**src/rtl/clk_div_monitor_pkg.sv**
```systemverilog
// clk_div_monitor shared types
// FSM state encoding and fault cause codes
package clk_div_pkg;

  typedef enum logic [2:0] {
    ST_IDLE    = 3'd0,
    ST_ACQUIRE = 3'd1,
    ST_CHECK   = 3'd2,
    ST_LOCKED  = 3'd3,
    ST_FAULT   = 3'd4
  } state_t;

  localparam logic [1:0] FC_CFG    = 2'b00;
  localparam logic [1:0] FC_PERIOD = 2'b01;
  localparam logic [1:0] FC_DUTY   = 2'b10;
  localparam logic [1:0] FC_STUCK  = 2'b11;

endpackage

```
**src/rtl/clk_div_monitor_if.sv**
```systemverilog
// clk_div_monitor control/status bundle
// master drives stimulus and config, slave is the monitor
interface clk_div_monitor_if #(
  parameter int CW = 8
);
  logic          clk_div_in;
  logic          enable;
  logic [CW-1:0] div_ratio;
  logic          clr_fault;
  logic          locked;
  logic          fault;
  logic [1:0]    fault_code;
  logic [CW-1:0] meas_period;
  logic [CW-1:0] meas_high;
  logic          period_valid;

  modport master (
    output clk_div_in, enable, div_ratio, clr_fault,
    input  locked, fault, fault_code,
    input  meas_period, meas_high, period_valid
  );

  modport slave (
    input  clk_div_in, enable, div_ratio, clr_fault,
    output locked, fault, fault_code,
    output meas_period, meas_high, period_valid
  );
endinterface

```
**src/rtl/clk_div_monitor_edge_sync_detect.sv**
```systemverilog
// edge_sync_detect: optional synchronizer plus
// one-cycle delayed copy for rise/fall detection
module edge_sync_detect #(
  parameter int STAGES = 0
) (
  input  logic clk,
  input  logic rst_n,
  input  logic i_d,
  output logic o_s,
  output logic o_rise,
  output logic o_fall
);
  logic r_sd;

  generate
    if (STAGES == 0) begin : g_direct
      assign o_s = i_d;
    end else begin : g_sync
      logic [STAGES-1:0] r_sync;
      // shift the async input through the synchronizer chain
      always_ff @(posedge clk or negedge rst_n) begin
        if (!rst_n) begin
          r_sync <= '0;
        end else begin
          r_sync[0] <= i_d;
          for (int i = 1; i < STAGES; i++)
            r_sync[i] <= r_sync[i-1];
        end
      end
      assign o_s = r_sync[STAGES-1];
    end
  endgenerate

  // previous sample of s for edge detection
  always_ff @(posedge clk or negedge rst_n) begin
    if (!rst_n) r_sd <= 1'b0;
    else        r_sd <= o_s;
  end

  assign o_rise = o_s & ~r_sd;
  assign o_fall = ~o_s & r_sd;
endmodule

```
**src/rtl/clk_div_monitor.sv**
```systemverilog
// clk_div_monitor: measures period/high time of a
// divided clock and tracks lock against the ratio
module clk_div_monitor
  import clk_div_pkg::*;
#(
  parameter int CW          = 8,
  parameter int SYNC_STAGES = 0,
  parameter int LOCK_CNT    = 4
) (
  input logic         clk,
  input logic         rst_n,
  clk_div_monitor_if.slave bus
);
  logic          w_s, w_rise, w_fall, w_edge;
  logic [CW:0]   r_per_cnt, r_hi_cnt, r_idle_cnt;
  logic [CW-1:0] r_ratio;
  logic [CW-1:0] r_meas_per, r_meas_hi;
  logic          r_pv;
  state_t        r_state, w_state_nx;
  logic [1:0]    r_code, w_code_nx;
  logic [3:0]    r_good, w_good_nx;
  logic [3:0]    w_good_inc;
  logic [CW+1:0] w_per_full, w_hi_full;
  logic [CW+1:0] w_idle_nx, w_limit;
  logic [CW-1:0] w_per_meas, w_hi_meas;
  logic [CW-1:0] w_half, w_half_up;
  logic          w_per_ok, w_hi_ok, w_good_per;
  logic          w_mon, w_stuck, w_meas_en;

  edge_sync_detect #(.STAGES(SYNC_STAGES)) u_edge (
    .clk    (clk),
    .rst_n  (rst_n),
    .i_d    (bus.clk_div_in),
    .o_s    (w_s),
    .o_rise (w_rise),
    .o_fall (w_fall)
  );

  assign w_edge = w_rise | w_fall;
  assign w_mon  = (r_state == ST_ACQUIRE) ||
                  (r_state == ST_CHECK) ||
                  (r_state == ST_LOCKED);

  // the rise cycle itself is part of the period
  // and is also the first high cycle
  assign w_per_full = {1'b0, r_per_cnt} + 1'b1;
  assign w_hi_full  = {1'b0, r_hi_cnt} + 1'b1;
  assign w_per_meas = |w_per_full[CW+1:CW] ?
                      '1 : w_per_full[CW-1:0];
  assign w_hi_meas  = |w_hi_full[CW+1:CW] ?
                      '1 : w_hi_full[CW-1:0];

  assign w_half     = r_ratio >> 1;
  assign w_half_up  = w_half + {{(CW-1){1'b0}}, r_ratio[0]};
  assign w_per_ok   = (w_per_meas == r_ratio);
  assign w_hi_ok    = (w_hi_meas == w_half) ||
                      (w_hi_meas == w_half_up);
  assign w_good_per = w_per_ok & w_hi_ok;
  assign w_good_inc = r_good + 4'd1;

  // stuck once idle_cnt would reach 2N at this edge
  assign w_idle_nx  = {1'b0, r_idle_cnt} + 1'b1;
  assign w_limit    = {1'b0, r_ratio, 1'b0};
  assign w_stuck    = w_mon & ~w_edge &
                      (w_idle_nx >= w_limit);

  assign w_meas_en  = w_rise & bus.enable &
                      ((r_state == ST_CHECK) ||
                       (r_state == ST_LOCKED));

  // free-running period, high-time and idle counters;
  // idle count is held at zero while not monitoring
  always_ff @(posedge clk or negedge rst_n) begin
    if (!rst_n) begin
      r_per_cnt  <= '0;
      r_hi_cnt   <= '0;
      r_idle_cnt <= '0;
    end else begin
      if (w_rise)             r_per_cnt <= '0;
      else if (~&r_per_cnt)   r_per_cnt <= r_per_cnt + 1'b1;
      if (w_rise)             r_hi_cnt <= '0;
      else if (w_s && ~&r_hi_cnt)
                              r_hi_cnt <= r_hi_cnt + 1'b1;
      if (!w_mon || w_edge)   r_idle_cnt <= '0;
      else if (~&r_idle_cnt)  r_idle_cnt <= r_idle_cnt + 1'b1;
    end
  end

  // capture measurements and ratio
  always_ff @(posedge clk or negedge rst_n) begin
    if (!rst_n) begin
      r_meas_per <= '0;
      r_meas_hi  <= '0;
      r_pv       <= 1'b0;
      r_ratio    <= '0;
    end else begin
      r_pv <= w_meas_en;
      if (w_meas_en) begin
        r_meas_per <= w_per_meas;
        r_meas_hi  <= w_hi_meas;
      end
      if (r_state == ST_IDLE && bus.enable)
        r_ratio <= bus.div_ratio;
    end
  end

  // FSM state register
  always_ff @(posedge clk or negedge rst_n) begin
    if (!rst_n) begin
      r_state <= ST_IDLE;
      r_code  <= FC_CFG;
      r_good  <= '0;
    end else begin
      r_state <= w_state_nx;
      r_code  <= w_code_nx;
      r_good  <= w_good_nx;
    end
  end

  // FSM next state; fault entry beats clr_fault
  always_comb begin
    w_state_nx = r_state;
    w_code_nx  = r_code;
    w_good_nx  = r_good;
    if (!bus.enable) begin
      w_state_nx = ST_IDLE;
      w_code_nx  = FC_CFG;
      w_good_nx  = '0;
    end else begin
      unique case (r_state)
        ST_IDLE: begin
          if (bus.div_ratio < CW'(2)) begin
            w_state_nx = ST_FAULT;
            w_code_nx  = FC_CFG;
          end else begin
            w_state_nx = ST_ACQUIRE;
          end
        end
        ST_ACQUIRE: begin
          if (w_stuck) begin
            w_state_nx = ST_FAULT;
            w_code_nx  = FC_STUCK;
          end else if (w_rise) begin
            w_state_nx = ST_CHECK;
            w_good_nx  = '0;
          end
        end
        ST_CHECK: begin
          if (w_stuck) begin
            w_state_nx = ST_FAULT;
            w_code_nx  = FC_STUCK;
          end else if (w_rise) begin
            if (!w_good_per) begin
              w_good_nx = '0;
            end else if (w_good_inc == 4'(LOCK_CNT)) begin
              w_state_nx = ST_LOCKED;
              w_good_nx  = '0;
            end else begin
              w_good_nx = w_good_inc;
            end
          end
        end
        ST_LOCKED: begin
          if (w_stuck) begin
            w_state_nx = ST_FAULT;
            w_code_nx  = FC_STUCK;
          end else if (w_rise && !w_good_per) begin
            w_state_nx = ST_FAULT;
            w_code_nx  = w_per_ok ? FC_DUTY : FC_PERIOD;
          end
        end
        ST_FAULT: begin
          if (bus.clr_fault) begin
            w_state_nx = ST_ACQUIRE;
            w_code_nx  = FC_CFG;
          end
        end
        default: w_state_nx = ST_IDLE;
      endcase
    end
  end

  assign bus.locked       = (r_state == ST_LOCKED);
  assign bus.fault        = (r_state == ST_FAULT);
  assign bus.fault_code   = r_code;
  assign bus.meas_period  = r_meas_per;
  assign bus.meas_high    = r_meas_hi;
  assign bus.period_valid = r_pv;
endmodule

```
**src/flat_wrapper.sv**
```systemverilog
// flat-port wrapper written by rule: the top's interface ports become plain ports
module clk_div_monitor_flat import clk_div_pkg::*;
#(
  parameter int CW          = 8,
  parameter int SYNC_STAGES = 0,
  parameter int LOCK_CNT    = 4
)
  (clk, rst_n, bus_clk_div_in, bus_enable, bus_div_ratio, bus_clr_fault, bus_locked, bus_fault, bus_fault_code, bus_meas_period, bus_meas_high, bus_period_valid);
  clk_div_monitor_if #(.CW(CW)) bus_i ();
  input logic clk;
  input logic rst_n;
  input wire logic [$bits(bus_i.clk_div_in)-1:0] bus_clk_div_in;
  input wire logic [$bits(bus_i.enable)-1:0] bus_enable;
  input wire logic [$bits(bus_i.div_ratio)-1:0] bus_div_ratio;
  input wire logic [$bits(bus_i.clr_fault)-1:0] bus_clr_fault;
  output wire logic [$bits(bus_i.locked)-1:0] bus_locked;
  output wire logic [$bits(bus_i.fault)-1:0] bus_fault;
  output wire logic [$bits(bus_i.fault_code)-1:0] bus_fault_code;
  output wire logic [$bits(bus_i.meas_period)-1:0] bus_meas_period;
  output wire logic [$bits(bus_i.meas_high)-1:0] bus_meas_high;
  output wire logic [$bits(bus_i.period_valid)-1:0] bus_period_valid;
  assign bus_i.clk_div_in = bus_clk_div_in;
  assign bus_i.enable = bus_enable;
  assign bus_i.div_ratio = bus_div_ratio;
  assign bus_i.clr_fault = bus_clr_fault;
  assign bus_locked = bus_i.locked;
  assign bus_fault = bus_i.fault;
  assign bus_fault_code = bus_i.fault_code;
  assign bus_meas_period = bus_i.meas_period;
  assign bus_meas_high = bus_i.meas_high;
  assign bus_period_valid = bus_i.period_valid;
  clk_div_monitor #(.CW(CW), .SYNC_STAGES(SYNC_STAGES), .LOCK_CNT(LOCK_CNT)) u_core (.clk(clk), .rst_n(rst_n), .bus(bus_i));
endmodule
```
**config.mk**
```make
export PLATFORM = sky130hd
export DESIGN_NAME = clk_div_monitor_flat
export DESIGN_NICKNAME = d
export VERILOG_FILES = /design/src/rtl/clk_div_monitor_pkg.sv /design/src/rtl/clk_div_monitor_if.sv /design/src/rtl/clk_div_monitor_edge_sync_detect.sv /design/src/rtl/clk_div_monitor.sv /design/src/flat_wrapper.sv
export SDC_FILE = /design/constraint.sdc
export NUM_CORES = 1
export LEC_CHECK = 0
export ABC_AREA = 1
export CORE_MARGIN = 2
export CORE_UTILIZATION = 53
export DETAILED_ROUTE_END_ITERATION = 8
export GPL_TIMING_DRIVEN = 0
export MAX_ROUTING_LAYER = met4
export PLACE_DENSITY = 0.77
export SLEW_MARGIN = 5
export SYNTH_ARGS = -nofsm -noshare
export SYNTH_HDL_FRONTEND = slang
export SYNTH_SLANG_ARGS = --single-unit
```
**constraint.sdc**
```tcl
create_clock -name clk -period 2.47 [get_ports clk]
set_input_delay 0.6175 -clock clk [delete_from_list [all_inputs] [get_ports clk]]
set_output_delay 0.6175 -clock clk [all_outputs]
set_load 0.05 [all_outputs]
```
; ---- Yosys cells after proc, flatten, opt, wreduce, memory -nomap -nowiden
; Index checks and enable logic that the tools add are counted.
[word_totals]
word_cells = 114
romBits = 0
ramBits = 0
latchBits = 0
reg_bits = 62
inputBits = 13
n_memories = 0
[classes]
order_cmp = 2
muxes = 36
eq_ne = 24
shifts = 0
n_reduce_logical = 22
multipliers = 0
addsub = 8
n_div = 0
bitwise = 11
[op_table]
columns = operator, n
row1 = 9-bit two-way mux, 6
row2 = 3-bit two-way mux, 11
row3 = "9-bit by 1-bit adder with 10-bit output, second input constant", 3
row4 = 4-bit two-way mux, 7
row5 = "9-bit by 1-bit adder with 9-bit output, second input constant", 3
row6 = 9-bit AND reduction, 3
row7 = 8-bit equality test, 2
row8 = 8-bit two-way mux, 2
row9 = "4-bit by 2-bit inequality test with 1-bit output, second input constant", 4
row10 = 3-bit case mux with 5 select lines, 1
row11 = 2-bit two-way mux, 7
row12 = "3-bit inequality test, second input constant", 4
row13 = 10-bit by 9-bit >= comparator with 1-bit output, 1
row14 = 5-bit AND reduction, 2
row15 = "3-bit by 2-bit inequality test with 1-bit output, second input constant", 3
row16 = 7-bit by 1-bit adder with 8-bit output, 1
row17 = 8-bit by 7-bit equality test with 1-bit output, 1
row18 = "8-bit by 2-bit < comparator with 1-bit output, second input constant", 1
row19 = 2-bit case mux with 4 select lines, 1
row20 = 4-bit case mux with 2 select lines, 1
row21 = 1-bit bitwise AND, 7
row22 = "3-bit by 2-bit equality test with 1-bit output, second input constant", 2
row23 = 6-bit AND reduction, 1
row24 = 2-bit OR reduction, 3
row25 = other kinds (15), 26

; ---- Logic depth before layout (Yosys ltp)
; Gate-level depths: netlist of the first run.
[logic_depth]
word_depth = 12
depth_mapped = 22
ltp_nobuf = 22

; ---- By module
; Synthesis of the first run repeated with hierarchy kept, for this count alone.
[unflattened]
cells_unflattened = 590
hier_area_um2 = 4180.3
[modules_own_cells]
columns = mod, cells_per_inst, instances, area_per_inst_um2
row1 = clk_div_monitor, 584, 1, 4132.7
row2 = edge_sync_detect, 6, 1, 47.5

; ---- Worst setup path before layout of the first run
; Ideal clock, no wire load.
[synth_timing]
path_type = register to register
startpoint = reg u_core.r_hi_cnt[0]
endpoint = reg u_core.r_code[0], in the netlist u_core.bus.fault_code[0]
setup_ns = 0.119
slack_ns = -0.205
arrival_ns = 2.556
path_stages_with_launch = 20
cell_sequence = dfrtp_1 ha_1 nand3_2 nor2_1 ha_1 inv_1 clkbuf_1 nand2_1 nor2_1 nand2_1 nand3_1 nor2_1 nand2_1 nand2_1 nand2_2 nand2_2 a21oi_4 nand2_1 nand2_1 nand2_1
[synth_between]
elab_chain_len = 10
[synth_rtl]
columns = item, line_no
row1 = from (decl), clk_div_monitor.sv:15  ; logic [CW:0] r_per_cnt, r_hi_cnt, r_idle_cnt;
row2 = from (signal assigned), clk_div_monitor.sv:83  ; r_hi_cnt <= r_hi_cnt + 1'b1;
row3 = 9-bit by 1-bit adder with 10-bit output (*), clk_div_monitor.sv:47  ; assign w_hi_full = {1'b0, r_hi_cnt} + 1'b1;
row4 = 2-bit OR reduction, clk_div_monitor.sv:50  ; assign w_hi_meas = |w_hi_full[CW+1:CW] ?
row5 = 8-bit two-way mux (*), clk_div_monitor.sv:50
row6 = 8-bit by 7-bit equality test with 1-bit output or 8-bit equality test (tied branches), "clk_div_monitor.sv:56, clk_div_monitor.sv:57"
row7 = 1-bit logical OR (*), clk_div_monitor.sv:56  ; assign w_hi_ok = (w_hi_meas == w_half) ||
row8 = 1-bit bitwise AND (*), clk_div_monitor.sv:58  ; assign w_good_per = w_per_ok & w_hi_ok;
row9 = 1-bit logical NOT (*), n/a
row10 = 1-bit logical AND (*), clk_div_monitor.sv:167  ; end else if (w_rise && !w_good_per) begin
row11 = 4-bit by 2-bit inequality test with 1-bit output (no line) (*), n/a
row12 = 5-bit AND reduction (no line) (*), n/a
row13 = to (signal assigned), clk_div_monitor.sv:115  ; r_code <= w_code_nx;
row14 = to (decl), clk_div_monitor.sv:20  ; logic [1:0] r_code, w_code_nx;
; Every way passes the cells marked *; elsewhere a longest branch is shown, timed or not.
; A chain may end at the register's enable or synchronous reset.

; ---- Worst setup path after layout of the first run
[layout_timing]
startpoint = reg u_core.r_idle_cnt[0]
endpoint = reg u_core.r_code[0], in the netlist u_core.bus.fault_code[0]
[layout_between]
elab_chain_len = 6
[layout_rtl]
columns = item, line_no
row1 = from (decl), clk_div_monitor.sv:15
row2 = from (signal assigned), clk_div_monitor.sv:85  ; else if (~&r_idle_cnt) r_idle_cnt <= r_idle_cnt + 1'b1;
row3 = 9-bit by 1-bit adder with 10-bit output (*), clk_div_monitor.sv:62  ; assign w_idle_nx = {1'b0, r_idle_cnt} + 1'b1;
row4 = 10-bit by 9-bit >= comparator with 1-bit output (*), clk_div_monitor.sv:65  ; (w_idle_nx >= w_limit);
row5 = 1-bit bitwise AND (*), clk_div_monitor.sv:64  ; assign w_stuck = w_mon & ~w_edge &
row6 = 2-bit two-way mux, clk_div_monitor.sv:164  ; if (w_stuck) begin
row7 = 2-bit case mux with 4 select lines, clk_div_monitor.sv:130  ; unique case (r_state)
row8 = 2-bit two-way mux, clk_div_monitor.sv:125  ; if (!bus.enable) begin
; Marks and branches as above.

==> metrics.txt, run 1 <==
# TYPE chip_impl_metric gauge
chip_impl_metric{name="grt_start_max_net_pins",unit=""} 63
chip_impl_info{name="netlist_top_cells_count",value="sky130_fd_sc_hd__nand2_1, sky130_fd_sc_hd__inv_1, sky130_fd_sc_hd__dfrtp_1"} 1
chip_impl_metric{name="postLayoutCoreUtil",unit=""} 0.683
chip_impl_metric{name="drt-initial-drc-count",unit=""} 271
chip_impl_info{name="holdCritPathClass",value="input port to async pin"} 1
chip_impl_metric{name="ios",unit=""} 34
chip_impl_metric{name="report.final.slew_viol_count",unit=""} 0
chip_impl_metric{name="layout.cells.non_filler",unit=""} 759
chip_impl_info{name="endpoint_kind",value="flip-flop"} 1
chip_impl_info{name="violations",value="negative setup slack"} 1
chip_impl_metric{name="max_freq",unit="GHz"} 0.344
chip_impl_metric{name="cp_max_fo",unit=""} 4
chip_impl_metric{name="chipHeight",unit="um"} 92.6
chip_impl_metric{name="detail-route-antenna-nets",unit=""} 0
chip_impl_metric{name="hold_buffers",unit=""} 0
chip_impl_info{name="worstPathCellList",value="buf_6 > ha_4 > nand4_1 > nor2_2 > xor2_1 > inv_1 > ha_4 > nand4_1 > nor2_2 > a211oi_2 > nand2_1 > nand2_2 > a21oi_4 > nor2_1 > nor2_1 > nand2_2 > nand2_1 > nand2_1"} 1
chip_impl_metric{name="clk_latency",unit="ns"} 0.36
chip_impl_info{name="synth_most_common_cell",value="sky130_fd_sc_hd__nand2_1"} 1
chip_impl_metric{name="reg2reg_setup_slack",unit="ns"} -0.44
chip_impl_info{name="clk_root_buffer_cell",value="sky130_fd_sc_hd__clkbuf_8"} 1
chip_impl_metric{name="dp.final_hpwl",unit="um"} 7430
chip_impl_metric{name="synth.cell_area",unit="um^2"} 4160
chip_impl_metric{name="layout_filler_cell_count",unit=""} 604
chip_impl_metric{name="drt-pass1-iter-count",unit=""} 5
chip_impl_metric{name="die_area",unit="um^2"} 8570
chip_impl_metric{name="postSynthAreaPerCell",unit="um^2"} 7.17
chip_impl_metric{name="path_clk_slew",unit="ns"} 0.08
chip_impl_metric{name="route.met3.wl",unit="um"} 538
chip_impl_metric{name="met1_length",unit="um"} 4940
chip_impl_metric{name="finalCritPeriodShare",unit=""} 1.18
chip_impl_metric{name="finalClockSkew",unit="ns"} 0.0150
chip_impl_metric{name="initial_core_util",unit=""} 0.544
chip_impl_metric{name="netlist.area_leader.share",unit=""} 0.373
chip_impl_metric{name="reg2regPathDepth",unit=""} 18
chip_impl_metric{name="ctsLongestPathBuffers",unit=""} 2
chip_impl_info{name="synth.area.top_cells",value="sky130_fd_sc_hd__dfrtp_1, sky130_fd_sc_hd__nand2_1, sky130_fd_sc_hd__inv_1"} 1
chip_impl_metric{name="cp_data_arrival_time",unit="ns"} 3.16
chip_impl_metric{name="die-width",unit="um"} 92.6
chip_impl_info{name="critical_path.slowest_cell",value="sky130_fd_sc_hd__dfrtp_1"} 1
chip_impl_metric{name="cpPeakStageDelay",unit="ns"} 0.38
chip_impl_metric{name="route.met2.wl",unit="um"} 5190
chip_impl_info{name="tritoncts",value="built"} 1
chip_impl_metric{name="via_count_of_the_first_global_routing_pass",unit=""} 3731
chip_impl_info{name="crit_end",value="u_core.bus.fault_code[0]"} 1
chip_impl_info{name="synth_top_flop_cell",value="sky130_fd_sc_hd__dfrtp_1"} 1
chip_impl_metric{name="cp.required",unit="ns"} 2.72
chip_impl_metric{name="drc",unit=""} 0
chip_impl_metric{name="grt_util_all_layers",unit=""} 0.264
chip_impl_metric{name="core",unit="um^2"} 7650
chip_impl_metric{name="drt_wl_total",unit="um"} 10800
chip_impl_info{name="outcome",value="finished, violations left"} 1
chip_impl_info{name="synth_top_cell_by_area",value="sky130_fd_sc_hd__dfrtp_1"} 1
chip_impl_info{name="crit_start",value="u_core.r_idle_cnt[0]"} 1
chip_impl_metric{name="num_rows",unit=""} 32
chip_impl_metric{name="power-per-cell-area",unit="nW/um^2"} 927
chip_impl_metric{name="hold_slack",unit="ns"} 0.331
chip_impl_metric{name="hold_viol_final",unit=""} 0
chip_impl_info{name="rr_endpoint",value="u_core.bus.fault_code[0]"} 1
chip_impl_metric{name="synth_enable_flop_cells",unit=""} 0
chip_impl_metric{name="antenna_found_initial",unit=""} 0
chip_impl_metric{name="grt_pass1_wl",unit="um"} 17300
chip_impl_info{name="crit_path_start_kind",value="flip-flop"} 1
chip_impl_metric{name="synthesis.yosys.warnings",unit=""} 0
chip_impl_metric{name="post-route-min-period",unit="ns"} 2.91
chip_impl_metric{name="cts_sinks",unit=""} 62
chip_impl_metric{name="finalNetCount",unit=""} 684
chip_impl_metric{name="synthCells",unit=""} 580
chip_impl_metric{name="placedInstanceArea",unit="um^2"} 4630
chip_impl_info{name="critical_path_class",value="flip-flop to flip-flop"} 1
chip_impl_metric{name="num_antenna_cells",unit=""} 0
chip_impl_metric{name="cts_inserted_buffers",unit=""} 9
chip_impl_info{name="grt_setup_unrepaired",value="yes"} 1
chip_impl_info{name="worst_path_most_repeated_cell",value="sky130_fd_sc_hd__nand2_1"} 1
chip_impl_metric{name="total_congestion_overflow",unit=""} 0
chip_impl_metric{name="syn_nets",unit=""} 612
chip_impl_metric{name="routed-via-count",unit=""} 4067
chip_impl_metric{name="ys_ff_latch",unit=""} 62
chip_impl_metric{name="synth_cell_types",unit=""} 36
chip_impl_metric{name="maximum_level_of_the_cts_h_tree",unit=""} 3
chip_impl_metric{name="detail_route.wl_per_cell",unit="um"} 14.3
chip_impl_metric{name="asyncSetResetFlopFracSynth",unit=""} 1.00
chip_impl_info{name="highest_routed_metal_layer",value="met4"} 1
chip_impl_metric{name="timing.max_slew.rel_slack",unit=""} 0.490
chip_impl_metric{name="cells_after_dpl",unit=""} 715
chip_impl_info{name="crit-reg2reg-launch",value="u_core.r_idle_cnt[0]"} 1
chip_impl_metric{name="port_buffers",unit=""} 33
chip_impl_metric{name="yosysSeqAreaShare",unit=""} 0.373
chip_impl_metric{name="setup_viol",unit=""} 9
chip_impl_metric{name="layout_setup_ws",unit="ns"} -0.441
chip_impl_metric{name="layout-drive-gt1-share",unit=""} 0.193
chip_impl_metric{name="finalWeightedCongestion",unit=""} 0.910
chip_impl_metric{name="max_cap_violations",unit=""} 0
chip_impl_metric{name="worstMarginPinSlew",unit="ns"} 0.765
chip_impl_metric{name="postLayoutCellArea",unit="um^2"} 5220
chip_impl_metric{name="syn2layout_area_growth",unit="%"} 25.5
chip_impl_metric{name="irDropWorstVdd",unit="mV"} 0.486
chip_impl_metric{name="via_to_cell_ratio",unit=""} 5.36
chip_impl_metric{name="p_leak",unit="nW"} 2.68
## sequential cells by signal, summed over array words and instances (netlist names)
| register | count |
|---|---|
| u_core.bus.meas_period | 8 |
| u_core.bus.period_valid | 1 |
| u_core.r_state | 3 |
| u_core.bus.meas_high | 8 |
| u_core.r_per_cnt | 9 |
| u_core.r_good | 4 |
| u_core.u_edge.r_sd | 1 |
| u_core.r_ratio | 8 |
| u_core.r_hi_cnt | 9 |
| u_core.bus.fault_code | 2 |
| u_core.r_idle_cnt | 9 |
## layout by cell type, fill, tap and decap left out, types with 5 or more instances in the layout
master	synthesis	final
sky130_fd_sc_hd__a21oi_1	13	13
sky130_fd_sc_hd__a31oi_1	12	12
sky130_fd_sc_hd__buf_4	1	28
sky130_fd_sc_hd__clkbuf_8	0	11
sky130_fd_sc_hd__clkdlybuf4s50_1	0	30
sky130_fd_sc_hd__dfrtp_1	62	58
sky130_fd_sc_hd__ha_1	19	13
sky130_fd_sc_hd__ha_4	0	5
sky130_fd_sc_hd__inv_1	80	71
sky130_fd_sc_hd__inv_2	4	13
sky130_fd_sc_hd__nand2_1	155	148
sky130_fd_sc_hd__nand2_2	9	14
sky130_fd_sc_hd__nand3_1	52	47
sky130_fd_sc_hd__nand3_2	7	12
sky130_fd_sc_hd__nand4_1	16	16
sky130_fd_sc_hd__nor2_1	58	55
sky130_fd_sc_hd__nor2_4	6	9
sky130_fd_sc_hd__o21ai_0	26	24
sky130_fd_sc_hd__o21ai_1	6	7
sky130_fd_sc_hd__o22ai_1	13	13
sky130_fd_sc_hd__xor2_1	6	5
## worst max-delay path, delay by kind of cell, from the launching register on
kind / cells / cell delay [ns]
compound gates: 2 / 0.28
xor+xnor: 1 / 0.22
buf+inv: 2 / 0.24
flops: 1 / 0.38
fa+ha+maj: 2 / 0.43
simple gates: 11 / 1.25
## logic make-up (layout without fill, tap and decap cells)
kind of cell | after synthesis | count (layout) | synth area share
and+or+nand+nor | 318 | 318 | 0.353
xor gates and xnor gates | 10 | 10 | 0.0211
DFF | 62 | 62 | 0.373
AOI/OAI and AO/OA | 75 | 75 | 0.103
buffers and inverters | 96 | 173 | 0.0923
adders and majority gates | 19 | 19 | 0.0571
## power breakdown
part           internal, mW  switching [mW]
Combinational         0.842            1.60
Clock                 0.487           0.425
Sequential             1.26           0.221
Total                  2.59            2.25
## worst min path at each step
| stage | endpoint | slack [ns] | cells after the start |
|---|---|---|---|
| after floorplan | u_core.bus.fault_code[0] | 0.32 | 0 |
| after global placement | u_core.bus.fault_code[1] | 0.46 | 2 |
| after detailed placement | u_core.bus.fault_code[1] | 0.47 | 2 |
| after CTS | u_core.bus.meas_high[5] | 0.36 | 1 |
| after global routing | u_core.bus.meas_high[5] | 0.40 | 1 |
| final | u_core.bus.meas_high[5] | 0.33 | 1 |
## layer usage
layer / up-vias / track usage
met1: 1878 / 0.347
met2: 137 / 0.423
li1: 2035 / -
met3: 17 / 0.0480
met4: 0 / 0.0709
met5: - / -
## metrics by stage
| stage | setup WS [ns] | power, mW | TNS, ns |
|---|---|---|---|
| 2_1_floorplan | -0.0419 | 3.10 | -0.0968 |
| 3_3_place_gp | -1.46 | 3.70 | -88.58 |
| 3_5_place_dp | -0.737 | 3.75 | -13.64 |
| 4_1_cts | -0.308 | 4.70 | -2.22 |
| 5_1_grt | -0.584 | 5.19 | -4.88 |
| 6_report | -0.441 | 4.84 | -3.56 |
## what timing repair did
item / CTS / global route
setup endpoints to repair: 28 / 11
buffers inserted: 17 / 12
pin swaps: 14 / 12
resized for setup: 22 / 30
hold endpoints to repair: 0 / 0
## area by class of cell
| cell class | instances | area, um^2 | share of cell area |
|---|---|---|---|
| Buffer | 10 | 70.1 | 0.0134 |
| Clock buffer | 11 | 141 | 0.0271 |
| Clock inverter | 5 | 50.0 | 0.00959 |
| Inverter | 86 | 325 | 0.0623 |
| Multi-Input combinational cell | 422 | 2410 | 0.461 |
| Sequential cell | 62 | 1560 | 0.298 |
| Tap cell | 102 | 128 | 0.0244 |
| Timing Repair Buffer | 61 | 543 | 0.104 |
No activity file was read; power rests on OpenSTA's default activity.
==> run 2, diff against run 1 <==
--- a/config.mk
+++ b/config.mk
@@ -7,11 +7,12 @@
 export LEC_CHECK = 0
 export ABC_AREA = 1
 export CORE_MARGIN = 2
-export CORE_UTILIZATION = 53
+export CORE_UTILIZATION = 59
 export DETAILED_ROUTE_END_ITERATION = 8
 export GPL_TIMING_DRIVEN = 0
 export MAX_ROUTING_LAYER = met4
-export PLACE_DENSITY = 0.77
+export PLACE_DENSITY = 0.81
+export SKIP_CTS_REPAIR_TIMING = 1
 export SLEW_MARGIN = 5
 export SYNTH_ARGS = -nofsm -noshare
 export SYNTH_HDL_FRONTEND = slang
==> constraint.sdc (replaced) <==
create_clock -name clk -period 2.8 [get_ports clk]
set_input_delay 0.7 -clock clk [delete_from_list [all_inputs] [get_ports clk]]
set_output_delay 0.7 -clock clk [all_outputs]
set_load 0.05 [all_outputs]
==> metrics.txt, run 2 (synthesized netlist as in run 1, its figures left out) <==
# TYPE chip_impl_metric gauge
chip_impl_info{name="outcome",value="finished, violations left"} 1
chip_impl_info{name="violations",value="negative setup slack"} 1
chip_impl_metric{name="via_count_of_the_first_global_routing_pass",unit=""} 3555
chip_impl_info{name="holdCritPathClass",value="input port to async pin"} 1
chip_impl_metric{name="timing.max_slew.rel_slack",unit=""} 0.485
chip_impl_metric{name="maximum_level_of_the_cts_h_tree",unit=""} 3
chip_impl_metric{name="grt_start_max_net_pins",unit=""} 63
chip_impl_info{name="critical_path_class",value="flip-flop to flip-flop"} 1
chip_impl_metric{name="num_antenna_cells",unit=""} 0
chip_impl_metric{name="postLayoutCellArea",unit="um^2"} 5000
chip_impl_info{name="crit-reg2reg-launch",value="u_core.r_idle_cnt[2]"} 1
chip_impl_metric{name="initial_core_util",unit=""} 0.612
chip_impl_info{name="clk_root_buffer_cell",value="sky130_fd_sc_hd__clkbuf_8"} 1
chip_impl_metric{name="reg2regPathDepth",unit=""} 19
chip_impl_metric{name="finalClockSkew",unit="ns"} 0.00925
chip_impl_metric{name="cpPeakStageDelay",unit="ns"} 0.40
chip_impl_metric{name="dpl_worst_slack",unit="ns"} -0.388
chip_impl_metric{name="cells_after_dpl",unit=""} 709
chip_impl_metric{name="post-route-min-period",unit="ns"} 2.92
chip_impl_metric{name="clock_power_share",unit=""} 0.219
chip_impl_metric{name="cp_data_arrival_time",unit="ns"} 3.16
chip_impl_metric{name="cp.required",unit="ns"} 3.04
chip_impl_metric{name="layout_filler_cell_count",unit=""} 543
chip_impl_metric{name="finalNetCount",unit=""} 662
chip_impl_info{name="critical_path.slowest_cell",value="sky130_fd_sc_hd__dfrtp_1"} 1
chip_impl_metric{name="placedInstanceArea",unit="um^2"} 4610
chip_impl_metric{name="core",unit="um^2"} 6790
chip_impl_metric{name="dp.final_hpwl",unit="um"} 7420
chip_impl_metric{name="drt-initial-drc-count",unit=""} 367
chip_impl_info{name="mostFrequentLayoutCells",value="sky130_fd_sc_hd__nand2_1, sky130_fd_sc_hd__inv_1, sky130_fd_sc_hd__dfrtp_1, sky130_fd_sc_hd__nor2_1, sky130_fd_sc_hd__nand3_1"} 1
chip_impl_metric{name="irDropWorstVdd",unit="mV"} 0.555
chip_impl_metric{name="max_freq",unit="GHz"} 0.343
chip_impl_metric{name="die_area",unit="um^2"} 7740
chip_impl_info{name="worst_path_most_repeated_cell",value="sky130_fd_sc_hd__nand2_1"} 1
chip_impl_metric{name="cp_max_fo",unit=""} 7
chip_impl_metric{name="layout.cells.non_filler",unit=""} 731
chip_impl_info{name="worstPathCellList",value="inv_2 > nor3_2 > nand2_1 > nor2_4 > nand3_2 > xor2_2 > inv_2 > ha_4 > nand4_1 > nor2_2 > a211oi_2 > nand2_1 > nand2_2 > a21oi_4 > nor2_2 > a21oi_4 > nand2_2 > nand2_1 > nand2_1"} 1
chip_impl_metric{name="drt_wl_total",unit="um"} 10600
chip_impl_metric{name="area.sequential",unit="um^2"} 1560
chip_impl_metric{name="p_seq_frac",unit=""} 0.302
chip_impl_metric{name="clk_latency",unit="ns"} 0.35
chip_impl_info{name="largest_registers",value="u_core.r_hi_cnt: 9 flops, u_core.r_idle_cnt: 9 flops, u_core.r_per_cnt: 9 flops"} 1
chip_impl_info{name="grt_setup_unrepaired",value="yes"} 1
chip_impl_info{name="rr_endpoint",value="u_core.bus.fault_code[0]"} 1
chip_impl_metric{name="drt-pass1-iter-count",unit=""} 6
chip_impl_metric{name="finalWeightedCongestion",unit=""} 0.966
chip_impl_info{name="crit_path_start_kind",value="flip-flop"} 1
chip_impl_metric{name="finalCritPeriodShare",unit=""} 1.04
chip_impl_info{name="tritoncts",value="built"} 1
chip_impl_info{name="most_common_library_cell_in_the_layout_ignoring_fill_and_taps",value="sky130_fd_sc_hd__nand2_1"} 1
chip_impl_metric{name="multi_input_area",unit="um^2"} 2330
chip_impl_metric{name="combinational_cell_fraction_of_total_power",unit=""} 0.479
chip_impl_metric{name="detail-route-antenna-nets",unit=""} 0
chip_impl_info{name="crit_start",value="u_core.r_idle_cnt[2]"} 1
chip_impl_metric{name="ctsLongestPathBuffers",unit=""} 2
chip_impl_metric{name="total_congestion_overflow",unit=""} 0
chip_impl_metric{name="final_tns_setup",unit="ns"} -0.568
chip_impl_metric{name="switching_share",unit=""} 0.447
chip_impl_metric{name="cts_inserted_buffers",unit=""} 9
chip_impl_metric{name="routed-via-count",unit=""} 4076
chip_impl_metric{name="ios",unit=""} 34
chip_impl_metric{name="power-per-cell-area",unit="nW/um^2"} 869
chip_impl_metric{name="grt_util_all_layers",unit=""} 0.284
chip_impl_metric{name="num_rows",unit=""} 30
chip_impl_metric{name="max_cap_violations",unit=""} 0
chip_impl_metric{name="path_clk_slew",unit="ns"} 0.07
chip_impl_info{name="crit_end",value="u_core.bus.fault_code[0]"} 1
chip_impl_metric{name="reg2reg_setup_slack",unit="ns"} -0.12
chip_impl_metric{name="grt_pass1_wl",unit="um"} 16500
chip_impl_metric{name="p_leak",unit="nW"} 2.54
chip_impl_metric{name="hold_viol_final",unit=""} 0
chip_impl_metric{name="detail_route.wl_per_cell",unit="um"} 14.5
chip_impl_metric{name="worstMarginPinSlew",unit="ns"} 0.773
chip_impl_metric{name="layout_setup_ws",unit="ns"} -0.115
chip_impl_metric{name="report.final.slew_viol_count",unit=""} 0
chip_impl_metric{name="antenna_found_initial",unit=""} 0
chip_impl_metric{name="port_buffers",unit=""} 33
chip_impl_metric{name="intPower",unit="mW"} 2.40
chip_impl_metric{name="switching_power",unit="mW"} 1.94
chip_impl_metric{name="die-width",unit="um"} 88.0
chip_impl_metric{name="layout-drive-gt1-share",unit=""} 0.148
chip_impl_metric{name="drc",unit=""} 0
chip_impl_metric{name="via_to_cell_ratio",unit=""} 5.58
chip_impl_info{name="endpoint_kind",value="flip-flop"} 1
chip_impl_metric{name="cts_sinks",unit=""} 62
chip_impl_metric{name="chipHeight",unit="um"} 88.0
chip_impl_metric{name="setup_viol",unit=""} 9
chip_impl_metric{name="syn2layout_area_growth",unit="%"} 20.3
==> run 2: per-stage QoR <==
step,power [mW],hold slack [ns],util
after detailed placement,3.30,0.461,0.678
final,4.35,0.420,0.737
after CTS,4.26,0.458,0.713
after global routing,4.61,0.483,0.737
after global placement,3.25,0.460,0.679
after floorplan,2.73,0.404,-
==> run 2: worst min-delay path by stage <==
stage | start | end | slack [ns]
after floorplan | rst_n | u_core.bus.fault_code[0] | 0.40
after global placement | u_core.bus.fault_code[0] | u_core.bus.fault_code[0] | 0.46
after detailed placement | u_core.bus.fault_code[1] | u_core.bus.fault_code[1] | 0.46
after CTS | rst_n | u_core.bus.period_valid | 0.46
after global routing | rst_n | u_core.r_per_cnt[6] | 0.48
final | rst_n | u_core.bus.period_valid | 0.42
==> run 2: cell type report <==
| cell class | count | share of cell area |
|---|---|---|
| buffer | 10 | 0.0125 |
| multi-input combinational | 422 | 0.466 |
| sequential | 62 | 0.311 |
| timing repair buffer | 39 | 0.0745 |
| clock buffer | 9 | 0.0248 |
| inverter | 86 | 0.0650 |
| clock inverter | 7 | 0.0225 |
| tap | 96 | 0.0240 |
==> run 2: critical path: cells and delay by family (launching register included) <==
family | cells | cell delay (ns)
AO/OA/AOI/OAI | 3 | 0.47
XOR/XNOR | 1 | 0.23
adder cells (fa/ha/maj) | 1 | 0.28
buffers and inverters | 2 | 0.13
flip-flops | 1 | 0.40
AND/OR/NAND/NOR | 12 | 1.28
==> run 2: power by group through the flow <==
| stage | combinational (mW) | clock (mW) | sequential, mW |
|---|---|---|---|
| floorplan | 1.07 | 0 | 1.66 |
| global placement | 1.94 | 0 | 1.31 |
| detailed placement | 1.98 | 0 | 1.32 |
| CTS | 1.99 | 0.958 | 1.31 |
| global route | 2.27 | 1.00 | 1.33 |
| finish | 2.08 | 0.952 | 1.31 |
==> run 2: layer usage <==
layer	vias to the layer above	global-route usage	wire length, um
met5	-	-	0
met4	0	0.0895	244
met3	26	0.0594	646
met2	169	0.452	4960
met1	1891	0.365	4730
li1	1990	-	-
==> run 3, diff against run 2 <==
--- a/config.mk
+++ b/config.mk
@@ -7,11 +7,12 @@
 export LEC_CHECK = 0
 export ABC_AREA = 1
 export CORE_MARGIN = 2
-export CORE_UTILIZATION = 59
+export CORE_UTILIZATION = 50
+export CTS_BUF_LIST = sky130_fd_sc_hd__clkbuf_8
 export DETAILED_ROUTE_END_ITERATION = 8
 export GPL_TIMING_DRIVEN = 0
 export MAX_ROUTING_LAYER = met4
-export PLACE_DENSITY = 0.81
+export PLACE_DENSITY = 0.7
 export SKIP_CTS_REPAIR_TIMING = 1
 export SLEW_MARGIN = 5
 export SYNTH_ARGS = -nofsm -noshare
==> metrics.txt, run 3 (synthesized netlist as in run 1, its figures left out) <==
# TYPE chip_impl_metric gauge
chip_impl_metric{name="postLayoutCoreUtil",unit=""} 0.628
chip_impl_metric{name="layout.cells.non_filler",unit=""} 749
chip_impl_metric{name="cp_max_fo",unit=""} 7
chip_impl_metric{name="finalCritPeriodShare",unit=""} 1.00
chip_impl_metric{name="maximum_level_of_the_cts_h_tree",unit=""} 3
chip_impl_metric{name="clk_latency",unit="ns"} 0.35
chip_impl_metric{name="via_count_of_the_first_global_routing_pass",unit=""} 3550
chip_impl_metric{name="finalClockSkew",unit="ns"} 0.0139
chip_impl_metric{name="drc",unit=""} 0
chip_impl_info{name="critical_path.slowest_cell",value="sky130_fd_sc_hd__dfrtp_1"} 1
chip_impl_info{name="mostFrequentLayoutCells",value="sky130_fd_sc_hd__nand2_1, sky130_fd_sc_hd__inv_1, sky130_fd_sc_hd__dfrtp_1, sky130_fd_sc_hd__nor2_1, sky130_fd_sc_hd__nand3_1"} 1
chip_impl_metric{name="max_cap_violations",unit=""} 0
chip_impl_metric{name="cts_sinks",unit=""} 62
chip_impl_info{name="rr_endpoint",value="u_core.bus.fault_code[0]"} 1
chip_impl_metric{name="layout_filler_cell_count",unit=""} 700
chip_impl_metric{name="dp.final_hpwl",unit="um"} 7450
chip_impl_info{name="crit_path_start_kind",value="flip-flop"} 1
chip_impl_metric{name="grt_pass1_wl",unit="um"} 16300
chip_impl_metric{name="report.final.slew_viol_count",unit=""} 0
chip_impl_metric{name="cp.required",unit="ns"} 3.03
chip_impl_info{name="crit-reg2reg-launch",value="u_core.r_idle_cnt[0]"} 1
chip_impl_info{name="critical_path_class",value="flip-flop to flip-flop"} 1
chip_impl_metric{name="cp.depth",unit=""} 20
chip_impl_metric{name="port_buffers",unit=""} 33
chip_impl_metric{name="drt-pass1-iter-count",unit=""} 5
chip_impl_metric{name="reg2reg_setup_slack",unit="ns"} -0.001
chip_impl_info{name="largest_registers",value="u_core.r_hi_cnt: 9 flops, u_core.r_idle_cnt: 9 flops, u_core.r_per_cnt: 9 flops"} 1
chip_impl_metric{name="setup_viol",unit=""} 1
chip_impl_metric{name="power-per-cell-area",unit="nW/um^2"} 850
chip_impl_info{name="violations",value="negative setup slack"} 1
chip_impl_metric{name="total_congestion_overflow",unit=""} 0
chip_impl_metric{name="cts_inserted_buffers",unit=""} 9
chip_impl_metric{name="detail_route.wl_per_cell",unit="um"} 13.6
chip_impl_metric{name="max_freq",unit="GHz"} 0.357
chip_impl_metric{name="die-width",unit="um"} 95.2
chip_impl_metric{name="post-route-min-period",unit="ns"} 2.80
chip_impl_metric{name="timing.max_slew.rel_slack",unit=""} 0.483
chip_impl_metric{name="finalWeightedCongestion",unit=""} 0.932
chip_impl_info{name="grt_setup_unrepaired",value="yes"} 1
chip_impl_metric{name="p_leak",unit="nW"} 2.60
chip_impl_info{name="endpoint_kind",value="flip-flop"} 1
chip_impl_metric{name="path_clk_slew",unit="ns"} 0.08
chip_impl_info{name="cp_top_family",value="simple AND/OR/NAND/NOR gates"} 1
chip_impl_metric{name="die_area",unit="um^2"} 9070
chip_impl_metric{name="grt_util_all_layers",unit=""} 0.238
chip_impl_metric{name="reg2regPathDepth",unit=""} 20
chip_impl_metric{name="postLayoutCellArea",unit="um^2"} 5110
chip_impl_metric{name="ios",unit=""} 34
chip_impl_metric{name="cpPeakStageDelay",unit="ns"} 0.39
chip_impl_metric{name="hold_slack",unit="ns"} 0.406
chip_impl_metric{name="cells_after_dpl",unit=""} 718
chip_impl_metric{name="irDropWorstVdd",unit="mV"} 0.472
chip_impl_metric{name="num_rows",unit=""} 33
chip_impl_metric{name="critical_path.n_buffers_inverters",unit=""} 3
chip_impl_metric{name="hold_viol_final",unit=""} 0
chip_impl_info{name="tritoncts",value="built"} 1
chip_impl_metric{name="detail-route-antenna-nets",unit=""} 0
chip_impl_metric{name="via_to_cell_ratio",unit=""} 5.33
chip_impl_metric{name="drt-initial-drc-count",unit=""} 216
chip_impl_info{name="outcome",value="finished, violations left"} 1
chip_impl_metric{name="num_antenna_cells",unit=""} 0
chip_impl_metric{name="cp_data_arrival_time",unit="ns"} 3.04
chip_impl_info{name="most_common_library_cell_in_the_layout_ignoring_fill_and_taps",value="sky130_fd_sc_hd__nand2_1"} 1
chip_impl_metric{name="antenna_found_initial",unit=""} 0
chip_impl_metric{name="initial_core_util",unit=""} 0.511
chip_impl_info{name="worstPathCellList",value="inv_2 > nor3_2 > nand2_1 > nor2_4 > xor2_2 > inv_2 > ha_4 > nand2_2 > inv_2 > nand3_2 > nor2_1 > a211oi_1 > nand2_1 > nand2_2 > a21oi_4 > nor2_4 > a21oi_4 > nand2_2 > nand2_1 > nand2_1"} 1
chip_impl_info{name="clk_root_buffer_cell",value="sky130_fd_sc_hd__clkbuf_8"} 1
chip_impl_info{name="holdCritPathClass",value="input port to async pin"} 1
chip_impl_metric{name="drt_wl_total",unit="um"} 10200
chip_impl_info{name="worst_path_most_repeated_cell",value="sky130_fd_sc_hd__nand2_1"} 1
chip_impl_metric{name="syn2layout_area_growth",unit="%"} 22.8
chip_impl_metric{name="worstMarginPinSlew",unit="ns"} 0.775
chip_impl_metric{name="grt_start_max_net_pins",unit=""} 63
chip_impl_metric{name="placedInstanceArea",unit="um^2"} 4620
chip_impl_metric{name="finalNetCount",unit=""} 671
chip_impl_metric{name="layout_setup_ws",unit="ns"} -0.00123
chip_impl_metric{name="ctsLongestPathBuffers",unit=""} 2
chip_impl_metric{name="routed-via-count",unit=""} 3989
chip_impl_metric{name="layout-drive-gt1-share",unit=""} 0.165
chip_impl_metric{name="core",unit="um^2"} 8130
chip_impl_metric{name="chipHeight",unit="um"} 95.2
## run 3: cell types whose count changed in the layout (fill, tap and decap cells not counted), moves of 2 or more
cell,delta
sky130_fd_sc_hd__nor2_4,+2
sky130_fd_sc_hd__dfrtp_1,+2
sky130_fd_sc_hd__dfrtp_2,-2
sky130_fd_sc_hd__nor2_2,-2
sky130_fd_sc_hd__buf_4,+8
sky130_fd_sc_hd__clkinv_2,-3
sky130_fd_sc_hd__inv_1,-4
sky130_fd_sc_hd__clkinv_4,+2
sky130_fd_sc_hd__inv_2,+4
sky130_fd_sc_hd__inv_6,+2
## run 3: where the power goes
part / leakage (nW) / switching [mW] / total, mW / internal (mW)
Sequential: 0.802 / 0.196 / 1.31 / 1.11
Combinational: 1.69 / 1.38 / 2.11 / 0.729
Clock: 0.113 / 0.391 / 0.922 / 0.532
## run 3: how the worst max path moves through the flow
stage	end	startpoint
6_report	u_core.bus.fault_code[0]	u_core.r_idle_cnt[0]
5_1_grt	u_core.r_state[0]	u_core.r_idle_cnt[0]
4_1_cts	u_core.bus.fault_code[0]	u_core.r_hi_cnt[0]
3_5_place_dp	u_core.bus.meas_period[2]	bus_clk_div_in
3_3_place_gp	u_core.r_state[1]	rst_n
2_1_floorplan	u_core.bus.fault_code[0]	u_core.r_hi_cnt[0]
## run 3: metrics by stage
stage	setup slack, ns	power (mW)	setup TNS (ns)
after floorplan	0.125	2.73	0
after detailed placement	-0.457	3.30	-8.17
after CTS	-0.489	4.23	-4.05
after global placement	-1.05	3.26	-72.58
after global routing	-0.212	4.63	-1.50
final	-0.00123	4.34	-0.00123
## run 3: cell type report
type                    instances  area [um^2]  area share
repair buffers                 48          443      0.0867
well taps                     105          131      0.0257
multi-input cells             422         2350       0.460
clock buffers                  10          138      0.0269
flip-flops and latches         62         1550       0.304
inverters                      86          328      0.0642
clock inverters                 6         93.8      0.0184
plain buffers                  10         70.1      0.0137
## run 3: per-layer routing
metal  GRT usage  vias to the layer above  routed length [um]
met5           -                        -                   0
met1       0.323                     1835                4740
met2       0.371                      118                4750
met3      0.0395                       24                 459
met4      0.0640                        0                 227
li1            -                     2012                   -
